===== src/rtl/apb_prio_arbiter.sv =====
// Purpose: APB-programmable priority arbiter; one-hot grant of a shared resource among NUM_REQ requesters.
// Latency: grant registers two edges after eligibility is first seen (IDLE + ARB); APB is zero wait state.
// Backpressure: none; pready_o is combinational on the access phase and the grant is held until release or timeout.
module apb_prio_arbiter #(
    parameter int NUM_REQ = 8,
    parameter int PRIO_W  = 4,
    parameter int ID_W    = 3
) (
    input  logic               pclk_i,
    input  logic               prst_n_i,
    input  logic               psel_i,
    input  logic               penable_i,
    input  logic               pwrite_i,
    input  logic [7:0]         paddr_i,
    input  logic [7:0]         pwdata_i,
    output logic [7:0]         prdata_o,
    output logic               pready_o,
    output logic               pslverr_o,
    input  logic [NUM_REQ-1:0] req_i,
    input  logic               done_i,
    output logic [NUM_REQ-1:0] gnt_o,
    output logic [ID_W-1:0]    gnt_id_o,
    output logic               gnt_valid_o
);

    localparam logic [1:0] ST_IDLE  = 2'd0;
    localparam logic [1:0] ST_ARB   = 2'd1;
    localparam logic [1:0] ST_GRANT = 2'd2;

    localparam logic [7:0] A_MASK_LO = 8'h10;
    localparam logic [7:0] A_MASK_HI = 8'h11;
    localparam logic [7:0] A_CTRL    = 8'h12;
    localparam logic [7:0] A_STATUS  = 8'h13;
    localparam logic [7:0] A_TIMEOUT = 8'h14;
    localparam logic [7:0] A_FLAGS   = 8'h15;
    localparam logic [7:0] A_GNT_CNT = 8'h16;

    localparam int               CW      = ID_W + 1;
    localparam logic [CW-1:0]    NREQ_C  = CW'(NUM_REQ);
    localparam logic [ID_W-1:0]  LAST_ID = ID_W'(NUM_REQ - 1);
    localparam logic [7:0]       NREQ_A  = 8'(NUM_REQ);

    // Register state
    logic [PRIO_W-1:0]  prio_q [NUM_REQ];
    logic [PRIO_W-1:0]  prio_d [NUM_REQ];
    logic [NUM_REQ-1:0] mask_q, mask_d;
    logic               ctrl_en_q, ctrl_en_d;
    logic               ctrl_rr_q, ctrl_rr_d;
    logic [7:0]         timeout_q, timeout_d;
    logic               to_sticky_q, to_sticky_d;
    logic [7:0]         gnt_cnt_q, gnt_cnt_d;

    // Arbitration state
    logic [1:0]         state_q, state_d;
    logic [ID_W-1:0]    rr_ptr_q, rr_ptr_d;
    logic [NUM_REQ-1:0] gnt_q, gnt_d;
    logic [ID_W-1:0]    gnt_id_q, gnt_id_d;
    logic               gnt_vld_q, gnt_vld_d;
    logic [7:0]         hold_q, hold_d;
    logic               to_set;

    // APB decode
    logic        apb_access;
    logic        addr_prio;
    logic        addr_mapped;
    logic        addr_ro;
    logic        apb_err;
    logic        wr_ok;
    logic [7:0]  rd_val;
    logic [15:0] mask_ext;
    logic [15:0] mask_ext_d;

    assign apb_access = psel_i & penable_i;
    assign addr_prio  = (paddr_i < NREQ_A);
    assign mask_ext   = 16'(mask_q);

    always_comb begin
        rd_val      = '0;
        addr_mapped = 1'b0;
        addr_ro     = 1'b0;
        if (addr_prio) begin
            addr_mapped = 1'b1;
            rd_val      = 8'(prio_q[paddr_i[ID_W-1:0]]);
        end else begin
            case (paddr_i)
                A_MASK_LO: begin
                    addr_mapped = 1'b1;
                    rd_val      = mask_ext[7:0];
                end
                A_MASK_HI: begin
                    addr_mapped = (NUM_REQ > 8);
                    rd_val      = mask_ext[15:8];
                end
                A_CTRL: begin
                    addr_mapped = 1'b1;
                    rd_val      = {6'b0, ctrl_rr_q, ctrl_en_q};
                end
                A_STATUS: begin
                    addr_mapped = 1'b1;
                    addr_ro     = 1'b1;
                    rd_val      = {gnt_vld_q, 3'b0, 4'(gnt_id_q)};
                end
                A_TIMEOUT: begin
                    addr_mapped = 1'b1;
                    rd_val      = timeout_q;
                end
                A_FLAGS: begin
                    addr_mapped = 1'b1;
                    rd_val      = {7'b0, to_sticky_q};
                end
                A_GNT_CNT: begin
                    addr_mapped = 1'b1;
                    addr_ro     = 1'b1;
                    rd_val      = gnt_cnt_q;
                end
                default: ;
            endcase
        end
    end

    assign apb_err   = apb_access & (~addr_mapped | (pwrite_i & addr_ro));
    assign wr_ok     = apb_access & pwrite_i & ~apb_err;
    assign pready_o  = apb_access;
    assign pslverr_o = apb_err;
    assign prdata_o  = (apb_access & ~pwrite_i & ~apb_err) ? rd_val : 8'h00;

    // Register writes; a timeout firing in the same cycle as the W1C wins
    always_comb begin
        prio_d      = prio_q;
        mask_ext_d  = mask_ext;
        ctrl_en_d   = ctrl_en_q;
        ctrl_rr_d   = ctrl_rr_q;
        timeout_d   = timeout_q;
        to_sticky_d = to_sticky_q;
        if (wr_ok) begin
            if (addr_prio) begin
                prio_d[paddr_i[ID_W-1:0]] = pwdata_i[PRIO_W-1:0];
            end else begin
                case (paddr_i)
                    A_MASK_LO: mask_ext_d[7:0]  = pwdata_i;
                    A_MASK_HI: mask_ext_d[15:8] = pwdata_i;
                    A_CTRL: begin
                        ctrl_en_d = pwdata_i[0];
                        ctrl_rr_d = pwdata_i[1];
                    end
                    A_TIMEOUT: timeout_d = pwdata_i;
                    A_FLAGS:   if (pwdata_i[0]) to_sticky_d = 1'b0;
                    default: ;
                endcase
            end
        end
        if (to_set) begin
            to_sticky_d = 1'b1;
        end
        mask_d = mask_ext_d[NUM_REQ-1:0];
    end

    // Winner search: scan in circular order from start_id, keep first of the highest priority
    logic [NUM_REQ-1:0] elig;
    logic [ID_W-1:0]    start_id;
    logic [ID_W-1:0]    win_id;
    logic [PRIO_W-1:0]  win_prio;
    logic               win_found;
    logic [CW-1:0]      cand;
    logic [ID_W-1:0]    cand_id;

    always_comb begin
        elig      = ctrl_en_q ? (req_i & mask_q) : '0;
        start_id  = '0;
        if (ctrl_rr_q) begin
            start_id = (rr_ptr_q == LAST_ID) ? '0 : rr_ptr_q + 1'b1;
        end
        win_found = 1'b0;
        win_id    = '0;
        win_prio  = '0;
        cand      = '0;
        cand_id   = '0;
        for (int k = 0; k < NUM_REQ; k++) begin
            cand = CW'(start_id) + CW'(k);
            if (cand >= NREQ_C) begin
                cand = cand - NREQ_C;
            end
            cand_id = cand[ID_W-1:0];
            if (elig[cand_id] && (!win_found || (prio_q[cand_id] > win_prio))) begin
                win_found = 1'b1;
                win_id    = cand_id;
                win_prio  = prio_q[cand_id];
            end
        end
    end

    logic grant_release;
    logic grant_tmo;

    assign grant_release = done_i | ~req_i[gnt_id_q];
    assign grant_tmo     = (timeout_q != 8'h00) && (hold_q == (timeout_q - 8'd1));

    always_comb begin
        state_d   = state_q;
        rr_ptr_d  = rr_ptr_q;
        gnt_d     = gnt_q;
        gnt_id_d  = gnt_id_q;
        gnt_vld_d = gnt_vld_q;
        hold_d    = hold_q;
        gnt_cnt_d = gnt_cnt_q;
        to_set    = 1'b0;
        case (state_q)
            ST_IDLE: begin
                if (|elig) begin
                    state_d = ST_ARB;
                end
            end
            ST_ARB: begin
                if (win_found) begin
                    state_d         = ST_GRANT;
                    gnt_d           = '0;
                    gnt_d[win_id]   = 1'b1;
                    gnt_id_d        = win_id;
                    gnt_vld_d       = 1'b1;
                    rr_ptr_d        = win_id;
                    gnt_cnt_d       = gnt_cnt_q + 8'd1;
                    hold_d          = '0;
                end else begin
                    state_d = ST_IDLE;
                end
            end
            ST_GRANT: begin
                if (grant_release || grant_tmo) begin
                    state_d   = ST_IDLE;
                    gnt_d     = '0;
                    gnt_id_d  = '0;
                    gnt_vld_d = 1'b0;
                    to_set    = grant_tmo & ~grant_release;
                end else begin
                    hold_d = hold_q + 8'd1;
                end
            end
            default: begin
                state_d   = ST_IDLE;
                gnt_d     = '0;
                gnt_id_d  = '0;
                gnt_vld_d = 1'b0;
            end
        endcase
    end

    always_ff @(posedge pclk_i or negedge prst_n_i) begin
        if (!prst_n_i) begin
            for (int i = 0; i < NUM_REQ; i++) begin
                prio_q[i] <= '0;
            end
            mask_q      <= '0;
            ctrl_en_q   <= 1'b0;
            ctrl_rr_q   <= 1'b0;
            timeout_q   <= 8'h00;
            to_sticky_q <= 1'b0;
            gnt_cnt_q   <= 8'h00;
            state_q     <= ST_IDLE;
            rr_ptr_q    <= LAST_ID;
            gnt_q       <= '0;
            gnt_id_q    <= '0;
            gnt_vld_q   <= 1'b0;
            hold_q      <= 8'h00;
        end else begin
            prio_q      <= prio_d;
            mask_q      <= mask_d;
            ctrl_en_q   <= ctrl_en_d;
            ctrl_rr_q   <= ctrl_rr_d;
            timeout_q   <= timeout_d;
            to_sticky_q <= to_sticky_d;
            gnt_cnt_q   <= gnt_cnt_d;
            state_q     <= state_d;
            rr_ptr_q    <= rr_ptr_d;
            gnt_q       <= gnt_d;
            gnt_id_q    <= gnt_id_d;
            gnt_vld_q   <= gnt_vld_d;
            hold_q      <= hold_d;
        end
    end

    assign gnt_o       = gnt_q;
    assign gnt_id_o    = gnt_id_q;
    assign gnt_valid_o = gnt_vld_q;

endmodule


===== config.mk =====
export PLATFORM = sky130hd
export DESIGN_NAME = apb_prio_arbiter
export DESIGN_NICKNAME = d
export VERILOG_FILES = /design/src/rtl/apb_prio_arbiter.sv
export SDC_FILE = /design/constraint.sdc
export NUM_CORES = 1
export LEC_CHECK = 0
export ABC_AREA = 1
export CAP_MARGIN = 25
export CORE_MARGIN = 1
export CORE_UTILIZATION = 35
export DETAILED_ROUTE_END_ITERATION = 6
export HOLD_SLACK_MARGIN = 0.1
export SYNTH_ARGS = -nofsm -noshare
export SYNTH_HDL_FRONTEND = slang
export SYNTH_SLANG_ARGS = --single-unit

===== constraint.sdc =====
create_clock -name pclk_i -period 9.8 [get_ports pclk_i]
set_clock_uncertainty 0.15 [all_clocks]
set_input_delay 0.98 -clock pclk_i [delete_from_list [all_inputs] [get_ports pclk_i]]
set_output_delay 0.98 -clock pclk_i [all_outputs]
set_load 0.02 [all_outputs]

==> results by group <==
STA
  – Setup slack after layout: -0.0678 ns
  – Max transition margin: 0.428
  – Final hold vios: 0
  – Tmin final: 9.87 ns
  – Slew @ Worst Pin: 0.849 ns
  – Max Clk Rate: 101 MHz
  – Finish-stage setup viols: 13
  – Fin crit share: 1.01
  – Slew Limit Fails: 0
  – Unrepaired setup endpoints after global routing: true

Global routing
  – Largest net degree at the start of global routing: 76
  – GR Util met1: 0.314
  – Gr usage total: 0.229
  – GR Layer Usage met3: 0.0320
  – Global-route wire length before repair: 38,700 µm
  – GR peak layer: met2
  – Initial antenna violation count: 0
  – Vias in the first global route: 7,586
  – GR Overflow Total: 0
  – Met2 Track Usage GR: 0.364

Logic synthesis
  – Asr flop ratio synth: 1.00
  – Post-synthesis mux area share: 0.00138
  – Top_reg_cell synth: dfrtp_1
  – Post-synth EDFFs: 0
  – Distinct cell type count after synthesis: 53
  – Top cell type's share of synthesized area: 0.279
  – Simple-gate share of the synthesized area: 0.325
  – Xor/xnor share of the synthesized area: 0.0316
  – Adder-cell share of the synthesized area: 0.0604
  – Seq/Total Area, Yosys: 0.290
  – Mapped Cells: 1,100
  – Post-Syn Nets: 1,165
  – Most common cell in the netlist: nand2_1
  – Synth area leader: dfrtp_1
  – Ranking of synthesized cells by area: dfrtp_1, nand2_1, o21ai_0
  – List of most frequent post-synthesis cells: nand2_1, o21ai_0, inv_1, nand3_1, dfrtp_1
  – Synth Cell Area: 0.00726 mm²
  – Flops & latches, synth: 84
  – Fraction of the mapped netlist area in compound gates: 0.194
  – Syn Area/Cell: 6.60 µm²
  – Yosys warning total: 0
  – Main combinational cell family by area after synthesis: simple AND/OR/NAND/NOR gates

Cells and area
  – Filler cells: 1,965
  – Sequential Area: 0.00211 mm²
  – Area of the multi-input gates: 0.00519 mm²
  – Syn-to-layout area delta: 42.3%
  – Finished Core Util: 0.509
  – Nets: 1,358
  – Ant diodes: 0
  – Layout cells sized above 1: 0.279

Routing
  – Post-Route WL: 24,800 µm
  – Wirelength per Cell: 15.8 µm
  – DRC viols: 0
  – 1st-pass router iterations: 5
  – Vias: 8,007
  – Post-DRT Antenna Nets: 0
  – 1st-iter DRT viols: 619
  – Vias/cell: 5.11

Floorplanning
  – Row cnt: 52
  – Core Region: 0.0203 mm²
  – Initial core utilization: 0.357
  – Chip width: 146 µm
  – Die footprint: 0.0213 mm²
  – IO Pins: 52
  – Die height: 146 µm

Power and ir drop
  – PD cells: 81.1 mW/mm²
  – Max VDD drop: 0.0851 mV
  – Tot Pwr: 0.838 mW
  – Sw power: 0.236 mW
  – Clock Power Share: 0.410
  – P_leak: 4.75 nW
  – Switch share: 0.281
  – Combinational cell fraction of total power: 0.168
  – Power Internal: 0.602 mW
  – Sequential Power Share: 0.422

Place
  – Pre-CTS setup slack: -0.658 ns
  – Post-DP HPWL: 18,100 µm
  – RePlAce Congestion: 0.969
  – IO buf count: 51

Clock network
  – CTS tree: built
  – Maximum root-to-sink buffer count: 2
  – Cts hold-fix bufs: 0
  – Inserted Clock Buffers: 9
  – Clk slew on worst S/H paths: 0.06 ns
  – H-Tree Level Count: 3
  – Root Driver: clkbuf_16
  – TritonCTS Sinks: 84
  – Clk Latency, worst-skew pair: 0.36 ns

Run status
  – Status: finished, violations left
  – Failing checks: negative setup slack

Critical path
  – Crit-path most repeated cell: nand2_1
  – Critical Path Source Type: flop
  – Worst Path Arrival: 9.93 ns
  – Worst Path Max Fanout: 8
  – Critical path class: reg -> reg
  – CP peak stage delay: 0.38 ns
  – Critical-path top delay cell: dfstp_2
  – Flop2flop setup slack: -0.07 ns
  – Nature of the critical path endpoint: flop
  – CP required: 9.86 ns

Min path
  – Hold Crit Class: in -> async

Flow run
  – Max Cap Viol: 0
cell type report:
class | count | area share
Clock buffer | 11 | 0.0245
Clock inverter | 5 | 0.00400
Inverter | 138 | 0.0520
Multi-Input combinational cell | 847 | 0.502
Sequential cell | 84 | 0.204
Tap cell | 270 | 0.0327
Timing Repair Buffer | 212 | 0.180
Timing Repair inverter | 1 | 0.000727
cell families after synthesis:
family                     after synthesis
AOI/OAI and AO/OA                      249
xor gates and xnor gates                21
adders and majority gates               35
buffers and inverters                  170
DFF                                     84
muxes                                    1
and+or+nand+nor                        540
layout by cell type (no fill, tap or decap), drive strengths merged, types with 19 or more instances in the layout:
master	count
a21oi	31
buf	159
clkdlybuf4s50	50
dfrtp	81
ha	35
inv	136
nand2	358
nand3	96
nor2	44
nor3	19
o21ai	168
state kept, by name, summed over array words and instances (netlist names), 2 cells and up:
register	count
gnt_cnt_q	8
prio_q	32
gnt_id_o	3
mask_q	8
gnt_o	8
hold_q	8
rr_ptr_q	3
timeout_q	8
state_q	2
power by group through the flow:
stage	Clock, mW	Sequential, mW	Combinational, mW
after global routing	0.361	0.354	0.155
after detailed placement	0	0.360	0.104
final	0.343	0.354	0.141
after floorplan	0	0.359	0.0578
after global placement	0	0.360	0.103
after CTS	0.349	0.353	0.117
stage by stage:
stage	TNS, ns	cell area (µm²)	cells	hold WS, ns
after floorplan	0	7310	1100	0.292
after global placement	-5.49	8690	1487	0.307
after detailed placement	-8.52	8690	1487	0.312
after CTS	0	9430	1545	0.290
after global routing	-10.61	10300	1568	0.298
final	-0.628	10300	1568	0.294
timing repair:
action                                  4_1_cts  5_1_grt
gates resized for setup                      45      167
cloned                                        1        4
buffers inserted                             41       20
pin swaps                                    19       78
endpoints found under the setup margin       14       14
final timing paths:
check / start / end / cells after the start
setup / recovery: rr_ptr_q[1]$_DFFE_PN1P_ / gnt_id_o[1]$_DFFE_PN0P_ / 82
hold / removal: prst_n_i / gnt_o[4]$_DFFE_PN0P_ / 1
setup reg to reg: rr_ptr_q[1]$_DFFE_PN1P_ / gnt_id_o[1]$_DFFE_PN0P_ / 82
hold reg to reg: gnt_cnt_q[3]$_DFFE_PN0P_ / gnt_cnt_q[3]$_DFFE_PN0P_ / 1
max in group asynchronous: prst_n_i / rr_ptr_q[1]$_DFFE_PN1P_ / 3
min in group pclk_i: gnt_cnt_q[3]$_DFFE_PN0P_ / gnt_cnt_q[3]$_DFFE_PN0P_ / 1
worst max-delay path: cells and delay by family (launching register included):
family / cells / cell delay [ns]
AO/OA/AOI/OAI: 24 / 2.53
adder cells (fa/ha/maj): 9 / 1.93
buffers and inverters: 10 / 0.97
flip-flops: 1 / 0.38
AND/OR/NAND/NOR: 39 / 3.77
routing by layer:
layer | share of wire | routed length (µm) | up-vias
met5 | 0 | 0 | -
met4 | 0.027 | 657 | 0
met3 | 0.044 | 1100 | 47
met2 | 0.46 | 11500 | 219
met1 | 0.47 | 11600 | 3717
li1 | - | - | 4024
Power figures use the tool's default switching activity.
